<file path="config.mk">
export PLATFORM = sky130hd
export DESIGN_NAME = write_back
export DESIGN_NICKNAME = d
export VERILOG_FILES = /design/src/rtl/rv_pkg.sv /design/src/rtl/wb_load_align.sv /design/src/rtl/write_back.sv
export SDC_FILE = /design/constraint.sdc
export NUM_CORES = 1
export LEC_CHECK = 0
export ABC_AREA = 1
export CAP_MARGIN = 20
export CORE_MARGIN = 2
export CORE_UTILIZATION = 65
export DETAILED_ROUTE_END_ITERATION = 10
export DONT_BUFFER_PORTS = 1
export GPL_ROUTABILITY_DRIVEN = 0
export HOLD_SLACK_MARGIN = 0.1
export PLACE_DENSITY = 0.81
export SETUP_SLACK_MARGIN = 0.05
export SLEW_MARGIN = 20
export SYNTH_ARGS = -nofsm -noshare
export SYNTH_HDL_FRONTEND = slang
export SYNTH_HIERARCHICAL = 1
export SYNTH_SLANG_ARGS = --single-unit
</file>
<file path="constraint.sdc">
create_clock -name clk -period 13.7 [get_ports clk]
set_input_delay 2.74 -clock clk [delete_from_list [all_inputs] [get_ports clk]]
set_output_delay 2.74 -clock clk [all_outputs]
set_load 0.005 [all_outputs]
</file>
<file path="src/rtl/rv_pkg.sv">
// Shared RISC-V definitions: opcode and load funct3 constants, plus the
// write-back buffer entry layout.
package rv_pkg;

    localparam int WB_DEPTH = 2;

    localparam logic [6:0] OPC_LUI    = 7'b0110111;
    localparam logic [6:0] OPC_AUIPC  = 7'b0010111;
    localparam logic [6:0] OPC_JAL    = 7'b1101111;
    localparam logic [6:0] OPC_JALR   = 7'b1100111;
    localparam logic [6:0] OPC_BRANCH = 7'b1100011;
    localparam logic [6:0] OPC_LOAD   = 7'b0000011;
    localparam logic [6:0] OPC_STORE  = 7'b0100011;
    localparam logic [6:0] OPC_OP_IMM = 7'b0010011;
    localparam logic [6:0] OPC_OP     = 7'b0110011;

    localparam logic [2:0] F3_LB  = 3'b000;
    localparam logic [2:0] F3_LH  = 3'b001;
    localparam logic [2:0] F3_LW  = 3'b010;
    localparam logic [2:0] F3_LBU = 3'b100;
    localparam logic [2:0] F3_LHU = 3'b101;

    typedef struct packed {
        logic [31:0] ir;
        logic [31:0] pc;
        logic [31:0] result;
        logic [31:0] mem_data;
    } wb_entry_t;

    function automatic logic load_f3_valid(input logic [2:0] f3);
        return (f3 == F3_LB) || (f3 == F3_LH) || (f3 == F3_LW) ||
               (f3 == F3_LBU) || (f3 == F3_LHU);
    endfunction

endpackage

</file>
<file path="src/rtl/wb_load_align.sv">
// Formats an aligned 32-bit memory word into load data by funct3 and byte
// offset, and flags halfword/word accesses that are not naturally aligned.
module wb_load_align
    import rv_pkg::*;
(
    input  logic [31:0] mem_data,
    input  logic [2:0]  funct3,
    input  logic [1:0]  offset,
    output logic [31:0] data,
    output logic        misalign
);

    logic [7:0]  byte_sel;
    logic [15:0] half_sel;

    always_comb begin
        byte_sel = mem_data[7:0];
        case (offset)
            2'd0: byte_sel = mem_data[7:0];
            2'd1: byte_sel = mem_data[15:8];
            2'd2: byte_sel = mem_data[23:16];
            2'd3: byte_sel = mem_data[31:24];
            default: byte_sel = mem_data[7:0];
        endcase
        half_sel = offset[1] ? mem_data[31:16] : mem_data[15:0];
    end

    // Undefined funct3 yields zero data and no misalign; the caller drops it.
    always_comb begin
        data     = '0;
        misalign = 1'b0;
        case (funct3)
            F3_LB:  data = {{24{byte_sel[7]}}, byte_sel};
            F3_LBU: data = {24'h0, byte_sel};
            F3_LH: begin
                if (offset[0]) misalign = 1'b1;
                else           data = {{16{half_sel[15]}}, half_sel};
            end
            F3_LHU: begin
                if (offset[0]) misalign = 1'b1;
                else           data = {16'h0, half_sel};
            end
            F3_LW: begin
                if (offset != 2'd0) misalign = 1'b1;
                else                data = mem_data;
            end
            default: ;
        endcase
    end

endmodule

</file>
<file path="src/rtl/write_back.sv">
// Final pipeline stage: 2-entry input buffer, architectural result select,
// registered register-file write port and a 64-bit retired-instruction counter.
module write_back
    import rv_pkg::*;
(
    input  logic        clk,
    input  logic        rst_n,
    input  logic [31:0] IR,
    input  logic [31:0] PC,
    input  logic [31:0] result,
    input  logic [31:0] mem_data,
    input  logic        v_in,
    output logic        r_out,
    input  logic        stall,
    output logic [4:0]  WB_address,
    output logic [31:0] WB_data,
    output logic        v_wb,
    output logic        misalign,
    output logic [63:0] retire_count
);

    wb_entry_t   buf_q [WB_DEPTH];
    wb_entry_t   head;
    logic        rd_ptr;
    logic        wr_ptr;
    logic [1:0]  count;
    logic        push;
    logic        pop;

    logic [6:0]  opc;
    logic [4:0]  rd;
    logic [2:0]  f3;
    logic [31:0] load_data;
    logic        load_misalign;
    logic        nxt_wr;
    logic [31:0] nxt_data;
    logic        nxt_mis;
    logic        unused_ir_bits;

    assign r_out = (count != 2'(WB_DEPTH));
    assign push  = v_in & r_out;
    assign pop   = (count != 2'd0) & ~stall;
    assign head  = buf_q[rd_ptr];

    assign opc = head.ir[6:0];
    assign rd  = head.ir[11:7];
    assign f3  = head.ir[14:12];
    assign unused_ir_bits = ^head.ir[31:15];

    // Storage needs no reset: count gates every read of it.
    always_ff @(posedge clk) begin
        if (push) begin
            buf_q[wr_ptr] <= '{ir: IR, pc: PC, result: result, mem_data: mem_data};
        end
    end

    always_ff @(posedge clk or negedge rst_n) begin
        if (!rst_n) begin
            rd_ptr <= 1'b0;
            wr_ptr <= 1'b0;
            count  <= 2'd0;
        end else begin
            if (push) wr_ptr <= ~wr_ptr;
            if (pop)  rd_ptr <= ~rd_ptr;
            case ({push, pop})
                2'b10:   count <= count + 2'd1;
                2'b01:   count <= count - 2'd1;
                default: count <= count;
            endcase
        end
    end

    wb_load_align u_load_align (
        .mem_data (head.mem_data),
        .funct3   (f3),
        .offset   (head.result[1:0]),
        .data     (load_data),
        .misalign (load_misalign)
    );

    always_comb begin
        nxt_wr   = 1'b0;
        nxt_data = '0;
        nxt_mis  = 1'b0;
        case (opc)
            OPC_LUI, OPC_AUIPC, OPC_OP, OPC_OP_IMM: begin
                nxt_wr   = 1'b1;
                nxt_data = head.result;
            end
            OPC_JAL, OPC_JALR: begin
                nxt_wr   = 1'b1;
                nxt_data = head.pc + 32'd4;
            end
            OPC_LOAD: begin
                if (load_f3_valid(f3)) begin
                    if (load_misalign) begin
                        nxt_mis = 1'b1;
                    end else begin
                        nxt_wr   = 1'b1;
                        nxt_data = load_data;
                    end
                end
            end
            default: ;
        endcase
        if (rd == 5'd0) nxt_wr = 1'b0;
    end

    // Idle or stalled cycles present a zero write so the read stage hits x0.
    always_ff @(posedge clk or negedge rst_n) begin
        if (!rst_n) begin
            v_wb         <= 1'b0;
            WB_address   <= '0;
            WB_data      <= '0;
            misalign     <= 1'b0;
            retire_count <= '0;
        end else if (pop) begin
            v_wb         <= nxt_wr;
            WB_address   <= nxt_wr ? rd : 5'd0;
            WB_data      <= nxt_wr ? nxt_data : 32'd0;
            misalign     <= nxt_mis;
            retire_count <= retire_count + 64'd1;
        end else begin
            v_wb       <= 1'b0;
            WB_address <= '0;
            WB_data    <= '0;
            misalign   <= 1'b0;
        end
    end

endmodule

</file>
## After elaboration in Yosys (flattened, before gate mapping)

Memory sizes are Yosys's and may differ from the RTL's.
Index checks and enable logic that the tools add are counted.

| storage, ports and cells | value |
|---|---|
| register bits after elaboration | 107 |
| RAM bits | 256 |
| bits of input ports | 132 |
| output and inout port bits | 104 |
| word-level logic and storage cells | 77 |
| memories | 1 |

| cells by class | value |
|---|---|
| add/sub/neg operators | 4 |
| eq/ne operators | 17 |
| mux-type cells | 28 |
| bitwise gates (word level) | 5 |
| reductions and logical operators | 14 |

Memories:

| name | depth | width | rd ports | clocked after Yosys merged registers in | write ports | RTL line | source |
|---|---|---|---|---|---|---|---|
| buf_q | 2 | 128 | 1 | 0 | 1 | write_back.sv:22 | `wb_entry_t buf_q [WB_DEPTH];` |

Operators by type and width:

| kind | number |
|---|---|
| $mux 32 | 6 |
| $pmux 32 s5 | 1 |
| $pmux 32 s3 | 1 |
| $add 64x1->64 const B | 1 |
| $add 32x3->32 const B | 1 |
| $mux 16 | 2 |
| $pmux 8 s4 | 1 |
| $eq 7x5->1 const B | 2 |
| $eq 7x6->1 const B | 2 |
| $eq 7x7->1 const B | 2 |
| $mux 1 | 12 |
| $mux 5 | 2 |
| $eq 7x2->1 const B | 1 |
| $eq 2x2->1 const B | 3 |
| $eq 3x3->1 const B | 2 |
| $reduce_bool 2->1 | 3 |
| $reduce_or 6->1 | 1 |
| $logic_not 5->1 | 1 |
| $eq 2x1->1 const B | 2 |
| $logic_or 1x1->1 | 4 |
| $pmux 1 s2 | 2 |
| $pmux 2 s2 | 1 |
| $reduce_or 2->1 | 2 |
| $reduce_or 4->1 | 1 |
| other kinds (9) | 12 |

## Logic depth before layout (Yosys ltp)

Gate-level depths: netlist of run 1.
An unclocked memory read counts as a cell.

| depth | value |
|---|---|
| depth in word-level cells | 11 |
| depth in mapped cells | 19 |
| mapped depth without buffers | 16 |

## Hierarchy

The synthesis of run 1 kept the hierarchy.

Modules (own cells, without submodules):

| module | times used | cells an instance | area each (µm²) | seq. area each (µm²) |
|---|---|---|---|---|
| write_back | 1 | 1513 | 14848.0 | 9344.0 |
| wb_load_align | 1 | 228 | 1029.7 | 0.0 |

## Worst setup path before layout of run 1

OpenSTA, ideal clock, no wires.

| timing | value |
|---|---|
| kind | in2reg |
| start | in v_in |
| end | mem buf_q[1][0] (netlist name), enable pin |
| setup time | 0.583 ns |
| data arrival time | 7.471 ns |
| data required time | 13.117 ns |
| slack | 5.646 ns |
| stages on the path | 2 |
| path buffers | 0 |
| cells stage by stage | nand2_1 -> nor2_1 |

| between the ends | value |
|---|---|
| longest elaborated chain between the ends | 3 |

Ends and longest elaborated chain:

| item | RTL line | source |
|---|---|---|
| from (decl) | write_back.sv:12 | `input logic v_in,` |
| $and 1x1->1 | write_back.sv:41 | `assign push = v_in & r_out;` |
| $mux 1 | write_back.sv:52 | `if (push) begin` |
| $mux 1 (not written as such) | write_back.sv:53 | `buf_q[wr_ptr] <= '{ir: IR, pc: PC, result: result, mem_data: mem_data};` |
| to (decl) | write_back.sv:22 |  |

No other way between the ends.

==> reports/metrics.yaml, run 1 <==
async_flop_share_pct: 32.5
num_rows: 57
share_comb_of_total_power_pct: 28.8
synth_top_cell_area_share_pct: 42.0
clock_skew_ns: 0.0282
p_seq_share_pct: 42.8
yosys_warnings: 6
ir_drop_v: 0.000161
cts_setup_buffers: 0
cts_tree: "done"
hold_end: "retire_count[63]"
worst-r2r-setup-slack_ns: 8.55
p_leak_nw: 7.13
slowest_stage: "nor2_2"
io_pins: 236
layout-drive-gt1-share_pct: 7.22
cp.required_ns: 14.11
fin_tns_setup_ns: 0
timing.final.crit_share_pct: 37.6
synth_seq_area_share_pct: 58.8
hold_slack_ns: 0.506
drv_slew: 0
grt_pass1_vias: 11300
ctsHoldBuffers: 0
antenna_cells: 0
dieArea_um2: 25700
fp.coreArea_um2: 24200
dieHeight_um: 160
setup_viol: 0
cts-root-buf: "clkbuf_16"
final_antenna_net_count: 0
hold_path.class: "reg2reg"
netlist_top_cells_count: "nand2_1, edfxtp_1, nor2_1"
cts.path.max_buffers: 3
post_drt_wl_per_cell_um: 18.8
ys_seq_elements: 329
hold_viol: 0
cap_violations: 0
initial_utilization_pct: 65.7
cp_cell_sequence: "inv_2 > or2_2 > o21ai_0 > inv_1 > nor2_2 > a21oi_1 > inv_1 > nand3_2 > nand2_2 > nand3_4 > a21oi_1"
cp_num_buf_inv: 3
synthCells: 1741
reg2reg_to: "WB_data[26]"
cp_top_family: "simple AND/OR/NAND/NOR gates"
vias: 12100
nFillCells: 1712
rr_worst_depth: 11
fin_crit_ns: 5.15
p_sw_mw: 1.15
netSwitchingFraction_pct: 36.1
synth_edf_count: 222
tightest_slew_ns: 1.13
power.total_mw: 3.18
antenna_found_initial: 0
regArea_um2: 9350
r2r-start: "rd_ptr"
syn-num-nets: 1876
dr.pass1.iters: 6
cellPowerDensity_nw_per_um2: 186
fmaxAchievable_mhz: 194
nNetsFinal: 1871
post_drt_via_cell_ratio: 5.81
htreeDepth: 2
synth_most_common_cell: "nand2_1"
crit_fanout: 51
ctsResizeCount: 0
grt_setup_unrepaired: "no"
outcome: "finished, final reports clean"
dpl.hpwl_um: 27900
drc: 0
cp.arrival_ns: 5.57
cp-end-kind: "register"
syn_to_final_growth_pct: 8.03
drt_wl_total_um: 39200
synth_area_leader_cell: "edfxtp_1"
cts_buffers: 34
synth-main-ff-cell: "edfxtp_1"
clkPwrFrac_pct: 28.4
startpoint_type: "register"
netlist_area_um2: 15900
cp_slowest_stage_delay_ns: 0.94
synth.avg_cell_area_um2: 9.12
first_iter_violations: 1646
clkSinkCount: 329
synth_cell_type_count: 40
io_buffer_count: 0
hold_path_depth: 1
synth_top_cells_by_area: "edfxtp_1, dfrtp_1, nand2_1"
grt_usage_pct: 30.3
p_int_mw: 2.03
die_w_um: 160
hp-start: "retire_count[63]"
grt_overflow: 0
slew_headroom_pct: 24.9
grt_max_degree: 108
clk-insertion-delay-late_ns: 0.51
path_class: "reg2reg"
path_clk_slew_ns: 0.06
multi_input_area_um2: 5610
grt_first_pass_wirelength_um: 60600
-- worst max path at each step --
stage / from / depth (start not counted) / end / slack, ns
floorplan: v_in / 2 / buf_q[1][0] / 5.65
global placement: v_in / 3 / buf_q[1][89] / 8.54
detailed placement: v_in / 3 / buf_q[1][89] / 8.51
CTS: rd_ptr / 11 / WB_data[26] / 8.58
global route: rd_ptr / 11 / WB_data[14] / 8.15
finish: rd_ptr / 11 / WB_data[26] / 8.55
-- registers in the layout, indices dropped and copies added (netlist names) --
name,count
WB_data,32
retire_count,64
misalign,1
WB_address,5
wr_ptr,1
buf_q,222
rd_ptr,1
v_wb,1
count,2
-- power by group through the flow --
stage	Clock [mW]	Sequential (mW)	Combinational [mW]
final	0.904	1.36	0.918
after global routing	0.955	1.38	1.02
after CTS	0.915	1.36	0.897
after detailed placement	0	1.38	0.889
after global placement	0	1.37	0.864
after floorplan	0	1.36	0.722
-- cells by family (layout without fill, tap and decap cells) --
family | Yosys count | after routing | share of synthesized area (%)
and+or+nand+nor | 1021 | 1021 | 27.6
DFF | 329 | 329 | 58.8
buffers and inverters | 213 | 232 | 5.93
AOI/OAI and AO/OA | 118 | 118 | 4.25
xor gates and xnor gates | 53 | 53 | 2.92
muxes | 4 | 4 | 0.252
adders and majority gates | 3 | 3 | 0.236
-- cell usage in the layout, fill, tap and decap left out, types with 2 or more instances in the layout --
cell type and instances:
ha_1 3, nor3_2 2, mux2i_1 4, clkinv_1 6, or2_2 26, clkbuf_8 2
nor2_1 174, nand3_2 2, clkinv_2 5, nand3_1 107, buf_4 8, o21bai_1 8
nor2_2 14, nand2_1 591, nand4_1 50, o21ai_0 20, edfxtp_1 222, inv_1 157
nor3_1 27, clkbuf_1 6, inv_6 2, or2_1 4, nand2_4 2, o21a_1 2
nand2_2 8, bufinv_16 3, xor2_1 30, xnor2_1 23, nor2_4 6, clkbuf_16 35
o211ai_1 22, inv_2 5, dfrtp_1 106, o21ai_1 10, a21oi_1 55, nand3b_1 3
-- routing by layer --
metal	track usage, %	up-vias	wire length, µm
met1	39.3	5625	14500
met4	11.3	0	1540
met5	0	-	0
met2	48.6	669	18400
met3	9.61	120	4740
li1	-	5686	-
-- cell type report --
type                            instances  share of cell area [%]
Clock buffer                           43                    5.40
Clock inverter                         17                   0.977
Inverter                              163                    3.57
Multi-Input combinational cell       1199                    32.7
Sequential cell                       329                    54.5
Tap cell                              324                    2.36
Timing Repair Buffer                    9                   0.511
-- per-stage QoR --
step,utilization (%),area (µm²),setup WS (ns),std cells
3_5_place_dp,66.3,16000,8.51,2023
4_1_cts,70.8,17100,8.58,2083
6_report,70.9,17200,8.55,2084
2_1_floorplan,-,15900,5.65,1741
3_3_place_gp,66.3,16000,8.54,2023
5_1_grt,70.9,17200,8.15,2084
Note: power is estimated with default switching activity, not from simulation.
==> inputs of run 2 (changes only) <==
Settings changed: CORE_UTILIZATION 65 to 64, PLACE_DENSITY 0.81 to 0.8.
Clock period 13.7 ns to 5.4 ns, I/O delays scaled along.
==> reports/metrics.yaml, run 2 (synthesis gave the netlist of run 1 again) <==
crit_path_end: "WB_data[31]"
drc: 0
largest_reg_flops: 222
crit_fanout: 40
clkSinkCount: 329
die_w_um: 162
initial_utilization_pct: 65.3
cts.path.max_buffers: 3
cp_cell_sequence: "inv_2 > or2_1 > o21ai_0 > inv_1 > nor2_1 > nand2_2 > a21oi_1 > inv_1 > nand3_2 > nand2_2 > nand3_4 > a21oi_1"
cp.required_ns: 5.82
grt_max_degree: 108
reg2reg_to: "WB_data[31]"
cp-startpoint: "rd_ptr"
final_antenna_net_count: 0
final_cell_mix: "nand2_1, edfxtp_1, nor2_1"
hold_slack_ns: 0.256
clock_skew_ns: 0.0225
slew_headroom_pct: 39.7
setup_viol: 0
grt_pass1_vias: 11500
antenna_found_initial: 0
grt_overflow: 0
hold_viol: 0
cp_num_buf_inv: 3
dieArea_um2: 26100
drv_slew: 0
path_clk_slew_ns: 0.06
num_rows: 57
top_register: "buf_q"
startpoint_type: "register"
cp.depth: 12
fmaxAchievable_mhz: 267
fin_crit_ns: 3.74
cp_top_family: "simple AND/OR/NAND/NOR gates"
cap_violations: 0
outcome: "finished, final reports clean"
cts-root-buf: "clkbuf_16"
hold_path.class: "in2async"
cts_tree: "done"
drt_wl_total_um: 39100
clk-insertion-delay-late_ns: 0.52
dr.pass1.iters: 6
cp-end-kind: "register"
cp.arrival_ns: 4.17
ctsHoldBuffers: 0
grt_setup_unrepaired: "no"
htreeDepth: 2
timing.final.crit_share_pct: 69.3
rr_worst_depth: 12
tightest_slew_ns: 0.902
syn_to_final_growth_pct: 8.27
layout.cells.most_common: "nand2_1"
io_buffer_count: 0
cts_buffers: 35
multi_input_area_um2: 5610
vias: 12100
worst-r2r-setup-slack_ns: 1.66
cp_slowest_stage_delay_ns: 0.65
largestRegisters: "buf_q: 222 flops, retire_count: 64 flops, WB_data: 32 flops"
io_pins: 236
post_drt_wl_per_cell_um: 18.7
cellPowerDensity_nw_per_um2: 471
first_iter_violations: 1684
cts_setup_buffers: 0
post_drt_via_cell_ratio: 5.79
ir_drop_v: 0.000320
grt_usage_pct: 30.3
regArea_um2: 9350
fin_tns_setup_ns: 0
nFillCells: 1789
path_class: "reg2reg"
slowest_stage: "dfrtp_4"
layout-drive-gt1-share_pct: 7.47
dieHeight_um: 162
p_leak_nw: 7.15
fp.coreArea_um2: 24300
grt_first_pass_wirelength_um: 61200
r2r-start: "rd_ptr"
antenna_cells: 0
nNetsFinal: 1874
ctsResizeCount: 0
dpl.hpwl_um: 27800
## run 2: cell count changes in the layout (fill, tap and decap cells not counted), sizes merged
cell,delta
buf,+2
clkbuf,+3
clkinv,-1
clkinvlp,+1
inv,+1
## run 2: area by class of cell
class	instances	area share (%)
clock inverters	18	1.03
repair buffers	11	0.553
clock buffers	46	5.51
multi-input cells	1199	32.6
flip-flops and latches	329	54.4
well taps	324	2.36
inverters	163	3.56
## run 2: routing by layer
layer | GRT usage (%) | wire (µm) | part of all wire (%)
met5 | 0 | 0 | 0
met4 | 9.58 | 1200 | 3.1
met3 | 9.48 | 4690 | 12
met2 | 48.6 | 18400 | 47
met1 | 39.9 | 14800 | 38
## run 2: power breakdown
| part | switching, mW | total, mW | internal (mW) |
|---|---|---|---|
| sequential | 0.218 | 3.43 | 3.21 |
| combinational | 1.74 | 2.33 | 0.587 |
| clock | 0.948 | 2.33 | 1.39 |
| total | 2.91 | 8.09 | 5.18 |
## run 2: per-stage QoR
step | instances | instance area (µm²) | utilization [%] | total power, mW | setup WS [ns]
global route | 2090 | 17200 | 70.7 | 8.52 | 1.25
floorplan | 1741 | 15900 | - | 5.25 | 0.875
global placement | 2026 | 16100 | 66.1 | 5.68 | 1.83
CTS | 2090 | 17200 | 70.7 | 8.08 | 1.70
detailed placement | 2026 | 16100 | 66.1 | 5.75 | 1.74
finish | 2090 | 17200 | 70.7 | 8.09 | 1.66
## run 2: worst min path at each step
stage / start / endpoint / slack, ns / cells after the start
floorplan: retire_count[63] / retire_count[63] / 0.47 / 1
global placement: retire_count[63] / retire_count[63] / 0.49 / 1
detailed placement: retire_count[63] / retire_count[63] / 0.51 / 1
CTS: rst_n / WB_data[11] / 0.23 / 0
global route: rst_n / WB_address[4] / 0.23 / 0
finish: rst_n / retire_count[63] / 0.26 / 0
==> inputs of run 3 (changes only) <==
Settings changed: CORE_UTILIZATION 64 to 58, PLACE_DENSITY 0.8 to 0.76.
Clock period 5.4 ns to 3.15 ns, I/O delays scaled along.
==> reports/metrics.yaml, run 3 (synthesis gave the netlist of run 1 again) <==
worst-r2r-setup-slack_ns: 0.29
setup_viol: 0
startpoint_type: "register"
grt_max_degree: 113
drv_slew: 0
vias: 12100
cts_buffers: 35
io_pins: 236
crit_fanout: 29
first_iter_violations: 1307
final_cell_mix: "nand2_1, edfxtp_1, nor2_1"
final_antenna_net_count: 0
dieArea_um2: 28700
regArea_um2: 9350
die_w_um: 169
htreeDepth: 2
antenna_cells: 0
largestRegisters: "buf_q: 222 flops, retire_count: 64 flops, WB_data: 32 flops"
cap_violations: 0
cp_slowest_stage_delay_ns: 0.53
power.total_mw: 14.3
dpl.hpwl_um: 28100
drt_wl_total_um: 39800
cp.required_ns: 3.57
grt_overflow: 0
syn_to_final_growth_pct: 9.75
fp.coreArea_um2: 27000
path_class: "reg2reg"
num_rows: 60
grt_setup_unrepaired: "no"
slew_headroom_pct: 49.5
path_clk_slew_ns: 0.06
rr_worst_depth: 14
drc: 0
outcome: "finished, final reports clean"
post_drt_wl_per_cell_um: 18.8
grt_pass1_vias: 11900
largest_reg_flops: 222
hp-start: "PC[28]"
cts.path.max_buffers: 3
slowest_stage: "dfrtp_4"
tightest_slew_ns: 0.757
ir_drop_v: 0.000801
dieHeight_um: 169
antenna_found_initial: 0
r2r-start: "rd_ptr"
fmaxAchievable_mhz: 350
clkSinkCount: 329
layout.cells.most_common: "nand2_1"
reg2reg_to: "WB_data[11]"
p_leak_nw: 7.24
grt_usage_pct: 28.0
hold_path.class: "in2reg"
cp-end-kind: "register"
layout-drive-gt1-share_pct: 8.00
fin_crit_ns: 2.86
postLayoutCellArea_um2: 17400
cts-root-buf: "clkbuf_16"
hold_path_depth: 0
cts_tree: "done"
multi_input_area_um2: 5620
dpl_cell_area_um2: 16200
io_buffer_count: 0
nNetsFinal: 1885
top_register: "buf_q"
dr.pass1.iters: 7
initial_utilization_pct: 58.9
cp.arrival_ns: 3.28
clock_skew_ns: 0.0234
dp.cells: 2051
cp_cell_sequence: "inv_2 > buf_4 > nand2_1 > nand2_1 > inv_2 > nand2_4 > inv_1 > nand2_1 > a21oi_1 > inv_1 > nand3_2 > nand2_2 > nand3_2 > a21oi_1"
post_drt_via_cell_ratio: 5.71
nFillCells: 2163
clk-insertion-delay-late_ns: 0.52
crit_path_frequent_cell: "nand2_1"
cellPowerDensity_nw_per_um2: 820
grt_first_pass_wirelength_um: 62200
hold_end: "buf_q[1][92]"
instances_no_fill: 2116
hold_viol: 0
timing.final.crit_share_pct: 90.6
## run 3: changes by cell type in the layout (fill, tap and decap cells not counted), moves of 2 or more
cell	before	now
buf_4	10	16
bufinv_16	3	6
clkbuf_1	8	5
clkbuf_8	3	0
clkinv_2	6	3
inv_6	3	0
buf_12	1	3
clkbuf_16	35	37
clkinv_1	5	7
## run 3: report_power, final
group	internal, mW	leakage, nW	switching, mW
combinational	1.10	3.17	3.06
clock	2.64	0.578	1.66
sequential	5.51	3.50	0.319
## run 3: worst max path at each step
stage               slack (ns)     endpoint  cells past startpoint  startpoint
global placement          0.34  WB_data[13]                     13      rd_ptr
global route              0.08  WB_data[27]                     14      rd_ptr
finish                    0.29  WB_data[11]                     14      rd_ptr
detailed placement        0.29  WB_data[13]                     13      rd_ptr
floorplan                -0.92  buf_q[1][0]                      2        v_in
CTS                       0.24  WB_data[13]                     13      rd_ptr
## run 3: critical path: cells and delay by family (launching register included)
kind	cells	cell delay, ns
AND/OR/NAND/NOR	7	1.13
flip-flops	1	0.53
AO/OA/AOI/OAI	2	0.33
buffers and inverters	5	0.74
## run 3: repair_timing
| item | CTS | global route |
|---|---|---|
| hold buffers | 2 | 0 |
| hold endpoints to repair | 107 | 0 |
| endpoints found under the setup margin | 0 | 10 |
| resized for setup | 0 | 1 |
| setup buffers | 0 | 0 |
## run 3: per-stage QoR
stage / TNS, ns / hold WS (ns) / worst slack, ns / util [%]
after detailed placement: 0 / 0.337 / 0.291 / 60.0
final: 0 / 0.198 / 0.295 / 64.7
after floorplan: -204.05 / 0.334 / -0.925 / -
after CTS: 0 / 0.182 / 0.245 / 64.6
after global placement: 0 / 0.336 / 0.342 / 60.0
after global routing: 0 / 0.183 / 0.0788 / 64.7
## run 3: per-layer routing
layer | global-route usage [%] | routed length, µm
met1 | 33.1 | 15000
met2 | 47.2 | 19000
met3 | 9.98 | 4410
met4 | 10.5 | 1410
met5 | 0 | 0
## run 3: area by class of cell
type                       instances  share of cell area [%]
inverter                         163                    3.51
timing repair buffer              21                    1.25
clock inverter                    20                    1.49
sequential                       329                    53.6
tap                              341                    2.45
clock buffer                      42                    5.42
multi-input combinational       1200                    32.2
